`config.mk`:
```
export PLATFORM = sky130hd
export DESIGN_NAME = keymgr_op_sequencer
export DESIGN_NICKNAME = d
export VERILOG_FILES = /design/src/rtl/keymgr_seq_pkg.sv /design/src/rtl/keymgr_op_fifo.sv /design/src/rtl/keymgr_op_sequencer.sv
export SDC_FILE = /design/constraint.sdc
export NUM_CORES = 1
export LEC_CHECK = 0
export BUFFER_PORTS_ARGS = -buffer_cell sky130_fd_sc_hd__clkbuf_2
export CELL_PAD_IN_SITES_DETAIL_PLACEMENT = 0
export CELL_PAD_IN_SITES_GLOBAL_PLACEMENT = 2
export CORE_MARGIN = 2
export CORE_UTILIZATION = 38
export CTS_CLUSTER_DIAMETER = 80
export CTS_CLUSTER_SIZE = 12
export DETAILED_ROUTE_END_ITERATION = 8
export PLACE_DENSITY_LB_ADDON = 0.1
export SYNTH_ARGS = -nofsm -noshare
export SYNTH_HDL_FRONTEND = slang
export SYNTH_SLANG_ARGS = --single-unit
```
`constraint.sdc`:
```
create_clock -name clk -period 2.75 [get_ports clk]
set_input_delay 0.1375 -clock clk [delete_from_list [all_inputs] [get_ports clk]]
set_output_delay 0.1375 -clock clk [all_outputs]
set_load 0.01 [all_outputs]
```
`src/rtl/keymgr_seq_pkg.sv`:
```
// Shared types for the key manager operation sequencer: op codes, response status, FSM states.
package keymgr_seq_pkg;

  typedef enum logic [2:0] {
    OpAdvance  = 3'd0,
    OpGenId    = 3'd1,
    OpGenSwOut = 3'd2,
    OpGenHwOut = 3'd3,
    OpDisable  = 3'd4
  } keymgr_ops_e;

  typedef enum logic [1:0] {
    Ok      = 2'd0,
    Err     = 2'd1,
    Timeout = 2'd2,
    Illegal = 2'd3
  } rsp_status_e;

  typedef enum logic [1:0] {
    StIdle    = 2'd0,
    StIssue   = 2'd1,
    StRespond = 2'd2
  } seq_state_e;

  localparam int unsigned OpW = 3;

  // Codes above OpDisable have no meaning to the key manager and are never issued.
  function automatic logic op_is_legal(input logic [OpW-1:0] code);
    return code <= OpDisable;
  endfunction

endpackage

```
`src/rtl/keymgr_op_fifo.sv`:
```
// Command queue: power-of-two ring buffer, head read combinationally, one-cycle flush.
// Pushes are dropped while full or while flushing; pops on empty are ignored.
module keymgr_op_fifo #(
  parameter int unsigned Depth = 4,
  parameter int unsigned Width = 3
) (
  input  logic             clk,
  input  logic             rst_n,
  input  logic             i_push,
  input  logic [Width-1:0] i_dat,
  input  logic             i_pop,
  input  logic             i_flush,
  output logic [Width-1:0] o_dat,
  output logic             o_full,
  output logic             o_empty
);

  localparam int unsigned AW = (Depth > 1) ? $clog2(Depth) : 1;

  logic [Width-1:0] r_mem [Depth];
  logic [AW-1:0]    r_wptr;
  logic [AW-1:0]    r_rptr;
  logic [AW:0]      r_cnt;
  logic             w_push;
  logic             w_pop;

  assign o_full  = (r_cnt == (AW+1)'(Depth));
  assign o_empty = (r_cnt == '0);
  assign w_push  = i_push && !o_full && !i_flush;
  assign w_pop   = i_pop && !o_empty;
  assign o_dat   = r_mem[r_rptr];

  always_ff @(posedge clk) begin
    if (w_push) r_mem[r_wptr] <= i_dat;
  end

  // Pointers wrap naturally because Depth is a power of two.
  always_ff @(posedge clk or negedge rst_n) begin
    if (!rst_n) begin
      r_wptr <= '0;
      r_rptr <= '0;
      r_cnt  <= '0;
    end else if (i_flush) begin
      r_wptr <= '0;
      r_rptr <= '0;
      r_cnt  <= '0;
    end else begin
      if (w_push) r_wptr <= r_wptr + AW'(1);
      if (w_pop)  r_rptr <= r_rptr + AW'(1);
      case ({w_push, w_pop})
        2'b10:   r_cnt <= r_cnt + (AW+1)'(1);
        2'b01:   r_cnt <= r_cnt - (AW+1)'(1);
        default: r_cnt <= r_cnt;
      endcase
    end
  end

endmodule

```
`src/rtl/keymgr_op_sequencer.sv`:
```
// Issues queued key manager ops one at a time with a completion timeout; one response per command.
// Command accepted at c -> op_start at c+2; responses are held until rsp_ready, stalling further ops.
module keymgr_op_sequencer
  import keymgr_seq_pkg::*;
#(
  parameter int unsigned FifoDepth     = 4,
  parameter int unsigned TimeoutCycles = 64,
  parameter int unsigned CntW          = 16
) (
  input  logic            clk,
  input  logic            rst_n,
  input  logic            cmd_valid,
  output logic            cmd_ready,
  input  logic [2:0]      cmd_op,
  input  logic            flush,
  output logic            op_start,
  output logic [2:0]      op,
  input  logic            op_done,
  input  logic            op_err,
  output logic            rsp_valid,
  input  logic            rsp_ready,
  output logic [2:0]      rsp_op,
  output logic [1:0]      rsp_status,
  output logic            busy,
  output logic [CntW-1:0] done_cnt
);

  localparam int unsigned TW = (TimeoutCycles > 2) ? $clog2(TimeoutCycles) : 1;

  seq_state_e     r_state;
  logic           r_op_start;
  logic [OpW-1:0] r_op;
  logic [TW-1:0]  r_tmo;
  logic           r_rsp_valid;
  logic [OpW-1:0] r_rsp_op;
  rsp_status_e    r_rsp_status;
  logic [CntW-1:0] r_done_cnt;

  logic           w_full;
  logic           w_empty;
  logic [OpW-1:0] w_head;
  logic           w_pop;

  assign w_pop = (r_state == StIdle) && !w_empty;

  keymgr_op_fifo #(
    .Depth (FifoDepth),
    .Width (OpW)
  ) u_fifo (
    .clk     (clk),
    .rst_n   (rst_n),
    .i_push  (cmd_valid),
    .i_dat   (cmd_op),
    .i_pop   (w_pop),
    .i_flush (flush),
    .o_dat   (w_head),
    .o_full  (w_full),
    .o_empty (w_empty)
  );

  always_ff @(posedge clk or negedge rst_n) begin
    if (!rst_n) begin
      r_state      <= StIdle;
      r_op_start   <= 1'b0;
      r_op         <= '0;
      r_tmo        <= '0;
      r_rsp_valid  <= 1'b0;
      r_rsp_op     <= '0;
      r_rsp_status <= Ok;
      r_done_cnt   <= '0;
    end else begin
      unique case (r_state)
        StIdle: begin
          if (!w_empty) begin
            if (op_is_legal(w_head)) begin
              r_state    <= StIssue;
              r_op_start <= 1'b1;
              r_op       <= w_head;
              r_tmo      <= '0;
            end else begin
              r_state      <= StRespond;
              r_rsp_valid  <= 1'b1;
              r_rsp_op     <= w_head;
              r_rsp_status <= Illegal;
            end
          end
        end
        StIssue: begin
          // A completion in the same cycle as the timeout takes priority.
          if (op_done) begin
            r_state      <= StRespond;
            r_op_start   <= 1'b0;
            r_rsp_valid  <= 1'b1;
            r_rsp_op     <= r_op;
            r_rsp_status <= op_err ? Err : Ok;
          end else if (r_tmo == TW'(TimeoutCycles - 1)) begin
            r_state      <= StRespond;
            r_op_start   <= 1'b0;
            r_rsp_valid  <= 1'b1;
            r_rsp_op     <= r_op;
            r_rsp_status <= Timeout;
          end else begin
            r_tmo <= r_tmo + TW'(1);
          end
        end
        StRespond: begin
          if (rsp_ready) begin
            r_state     <= StIdle;
            r_rsp_valid <= 1'b0;
            if (r_rsp_status == Ok && r_done_cnt != '1) begin
              r_done_cnt <= r_done_cnt + CntW'(1);
            end
          end
        end
        default: r_state <= StIdle;
      endcase
    end
  end

  assign cmd_ready  = !w_full;
  assign op_start   = r_op_start;
  assign op         = r_op;
  assign rsp_valid  = r_rsp_valid;
  assign rsp_op     = r_rsp_op;
  assign rsp_status = r_rsp_status;
  assign done_cnt   = r_done_cnt;
  assign busy       = (r_state != StIdle) || !w_empty;

endmodule

```
==> flow_metrics.env <==
export IMPL_status="complete, no violations"
export IMPL_die_w_um=86.7
export IMPL_drtIter0Drc=88
export IMPL_final_util=0.446
export IMPL_die_area_um2=7520
export IMPL_multi_input_comb_area_um2=1160
export IMPL_post_drt_wl_per_cell_um=15.1
export IMPL_ys_flop_type="dfrtp_1"
export IMPL_grt_max_degree=25
export IMPL_fin_nets=276
export IMPL_cp_required_ns=2.94
export IMPL_routed_top_layer="met4"
export IMPL_grt_total_usage=0.149
export IMPL_vias=1778
export IMPL_wl_met3_um=160
export IMPL_synthArstFlopShare=0.774
export IMPL_antenna_cells=0
export IMPL_worstMarginPinSlew_ns=0.616
export IMPL_worstSetupPathType="reg2reg"
export IMPL_htreeDepth=2
export IMPL_ir_drop_v=0.000309
export IMPL_synthCells=213
export IMPL_final_cells=340
export IMPL_slew_violations=0
export IMPL_ios=38
export IMPL_fillerInstances=648
export IMPL_overflow=0
export IMPL_cts_max_path_buffers=2
export IMPL_yosysWarningCount=0
export IMPL_syn_nets=230
export IMPL_maxCapViolCount=0
export IMPL_holdCritPathClass="in2reg"
export IMPL_core_area_um2=6720
export IMPL_cp_slowest_cell="fa_1"
export IMPL_ys_types=50
export IMPL_rsz0062_at_grt="false"
export IMPL_fmax_ghz=0.428
export IMPL_endpoint_kind="flop"
export IMPL_place_inst=331
export IMPL_root_buffer="clkbuf_8"
export IMPL_drt_total_wl_mm=5.15
export IMPL_start_util=0.387
export IMPL_grt_pass1_wl_mm=8.73
export IMPL_layout_drive_gt1_share=0.288
export IMPL_final_hold_viol_count=0
export IMPL_num_rows=30
export IMPL_arrival_ns=2.53
export IMPL_clk_insertion_delay_late_ns=0.31
export IMPL_wl_met1_mm=2.42
export IMPL_routed_via_density=5.23
export IMPL_drc=0
export IMPL_fin_hold_ws_ns=0.0384
export IMPL_cts_tree="done"
export IMPL_yosysMostFrequentCell="dfrtp_1"
export IMPL_min_period_ns=2.34
export IMPL_die_h_um=86.7
export IMPL_power_density_nw_per_um2=830
export IMPL_cp_start_kind="flop"
export IMPL_crit_top_cell="nor2_1"
export IMPL_crit_path_max_incr_delay_ns=0.47
export IMPL_path_max_fanout=7
export IMPL_synth_top_area_frac=0.395
export IMPL_synth_common_cells="dfrtp_1 (41), nand2_1 (15), xnor2_1 (13)"
export IMPL_ys_ff_latch=53
export IMPL_post_cts_resized=0
export IMPL_postRouteAntennaNets=0
export IMPL_skew_ns=0.00939
export IMPL_clkTransAtPathRegs_ns=0.10
export IMPL_slew_headroom=0.589
export IMPL_antenna_found_initial=0
export IMPL_cts_sinks=53
export IMPL_final_setup_tns_ns=0
export IMPL_hpwl_mm=3.87
export IMPL_synthTopCellsByArea="dfrtp_1 (39%), edfxtp_1 (14%), xnor2_1 (4.4%)"
export IMPL_grt_pass1_vias=1788
export IMPL_port_buffers=37
export IMPL_syn_cell_area_um2=2600
export IMPL_drt_pre_antenna_iters=4
export IMPL_finalSetupViolCount=0
export IMPL_crit_chain="or3b_2, nand2_1, nor2_1, nor2_1, fa_1, a2111oi_2, o21ai_0, nor3b_1"
export IMPL_dr_wl_met2_mm=2.51
export IMPL_area_delta_synth_final_pct=15.2
export IMPL_synth_top_cell_by_area="dfrtp_1"
export IMPL_ys_seq_area_frac=0.533
export IMPL_min_period_over_period=0.849
export IMPL_synth_edf_count=12
export IMPL_p_leak_nw=1.32
export IMPL_syn_area_per_cell_um2=12.2
export IMPL_gp_congestion=0.738
export IMPL_regArea_um2=1390
export IMPL_numCtsBuffers=5
export IMPL_total_power_w=0.00249
==> area by class of cell <==
cell class,instances,area share
clock buffer,5,0.0230
clock inverter,3,0.00835
inverter,6,0.00752
multi-input combinational,150,0.387
sequential,53,0.463
tap,80,0.0334
timing repair buffer,43,0.0777
==> per-layer routing <==
metal  vias to the layer above  track usage
li1                        880            -
met1                       863        0.194
met2                        30        0.249
met3                         5       0.0324
met4                         0       0.0469
met5                         -            0
==> cell usage in the layout (no fill, tap or decap), drive strengths merged, types with 7 or more instances in the layout <==
cell type,Yosys,layout
mux2,11,11
o21ai,7,7
clkbuf,1,42
nand3,9,9
xnor2,13,13
nand2,15,15
dfrtp,41,41
nor2,11,11
edfxtp,12,12
nand4,8,8
inv,6,7
==> sequential cells by signal (all words and copies together) (netlist names) <==
register / flops
rsp_status: 2
rsp_op: 3
r_tmo: 6
op: 3
u_fifo.r_rptr: 2
rsp_valid: 1
op_start: 1
r_state: 2
u_fifo.r_cnt: 3
done_cnt: 16
u_fifo.r_mem: 12
u_fifo.r_wptr: 2
==> cell families (layout without fill, tap and decap cells) <==
| group | after synthesis | after routing | share of synthesized area |
|---|---|---|---|
| buf+inv | 10 | 57 | 0.0207 |
| mux | 14 | 14 | 0.0809 |
| xor+xnor | 15 | 15 | 0.0505 |
| fa+ha+maj | 7 | 7 | 0.0366 |
| simple gates | 77 | 77 | 0.162 |
| compound gates | 37 | 37 | 0.116 |
| flops | 53 | 53 | 0.533 |
==> per-stage QoR <==
step,worst slack [ns],area (um^2)
finish,0.414,3000
global route,0.205,3000
CTS,0.400,3000
detailed placement,0.414,2890
floorplan,0.616,2600
global placement,0.499,2890
==> repair_timing <==
item                                   4_1_cts  5_1_grt
setup buffers                                0        0
hold buffers                                 1        0
endpoints found under the hold margin       23        0
==> power by group <==
| group | internal, W | switching [W] |
|---|---|---|
| Sequential | 0.000971 | 0.000162 |
| Combinational | 0.000447 | 0.000452 |
| Clock | 0.000184 | 0.000270 |
| Total | 0.00160 | 0.000884 |
==> path summary, 6_finish.rpt <==
kind / depth (start not counted) / end / slack [ns] / start
hold reg to reg: 1 / rsp_valid / 0.49 / rsp_valid
min in group asynchronous: 2 / done_cnt[14] / 0.37 / rst_n
setup reg to reg: 8 / u_fifo.r_cnt[2] / 0.41 / u_fifo.r_cnt[2]
max in group asynchronous: 3 / op[1] / 1.70 / rst_n
setup / recovery: 8 / u_fifo.r_cnt[2] / 0.41 / u_fifo.r_cnt[2]
hold / removal: 2 / rsp_status[1] / 0.04 / op_done
==> worst max-delay path, delay by kind of cell (launching register included) <==
family | cells | cell delay [ns]
flops | 1 | 0.42
fa+ha+maj | 1 | 0.47
compound gates | 2 | 0.45
simple gates | 5 | 0.90
(Power assumes the default switching activity.)
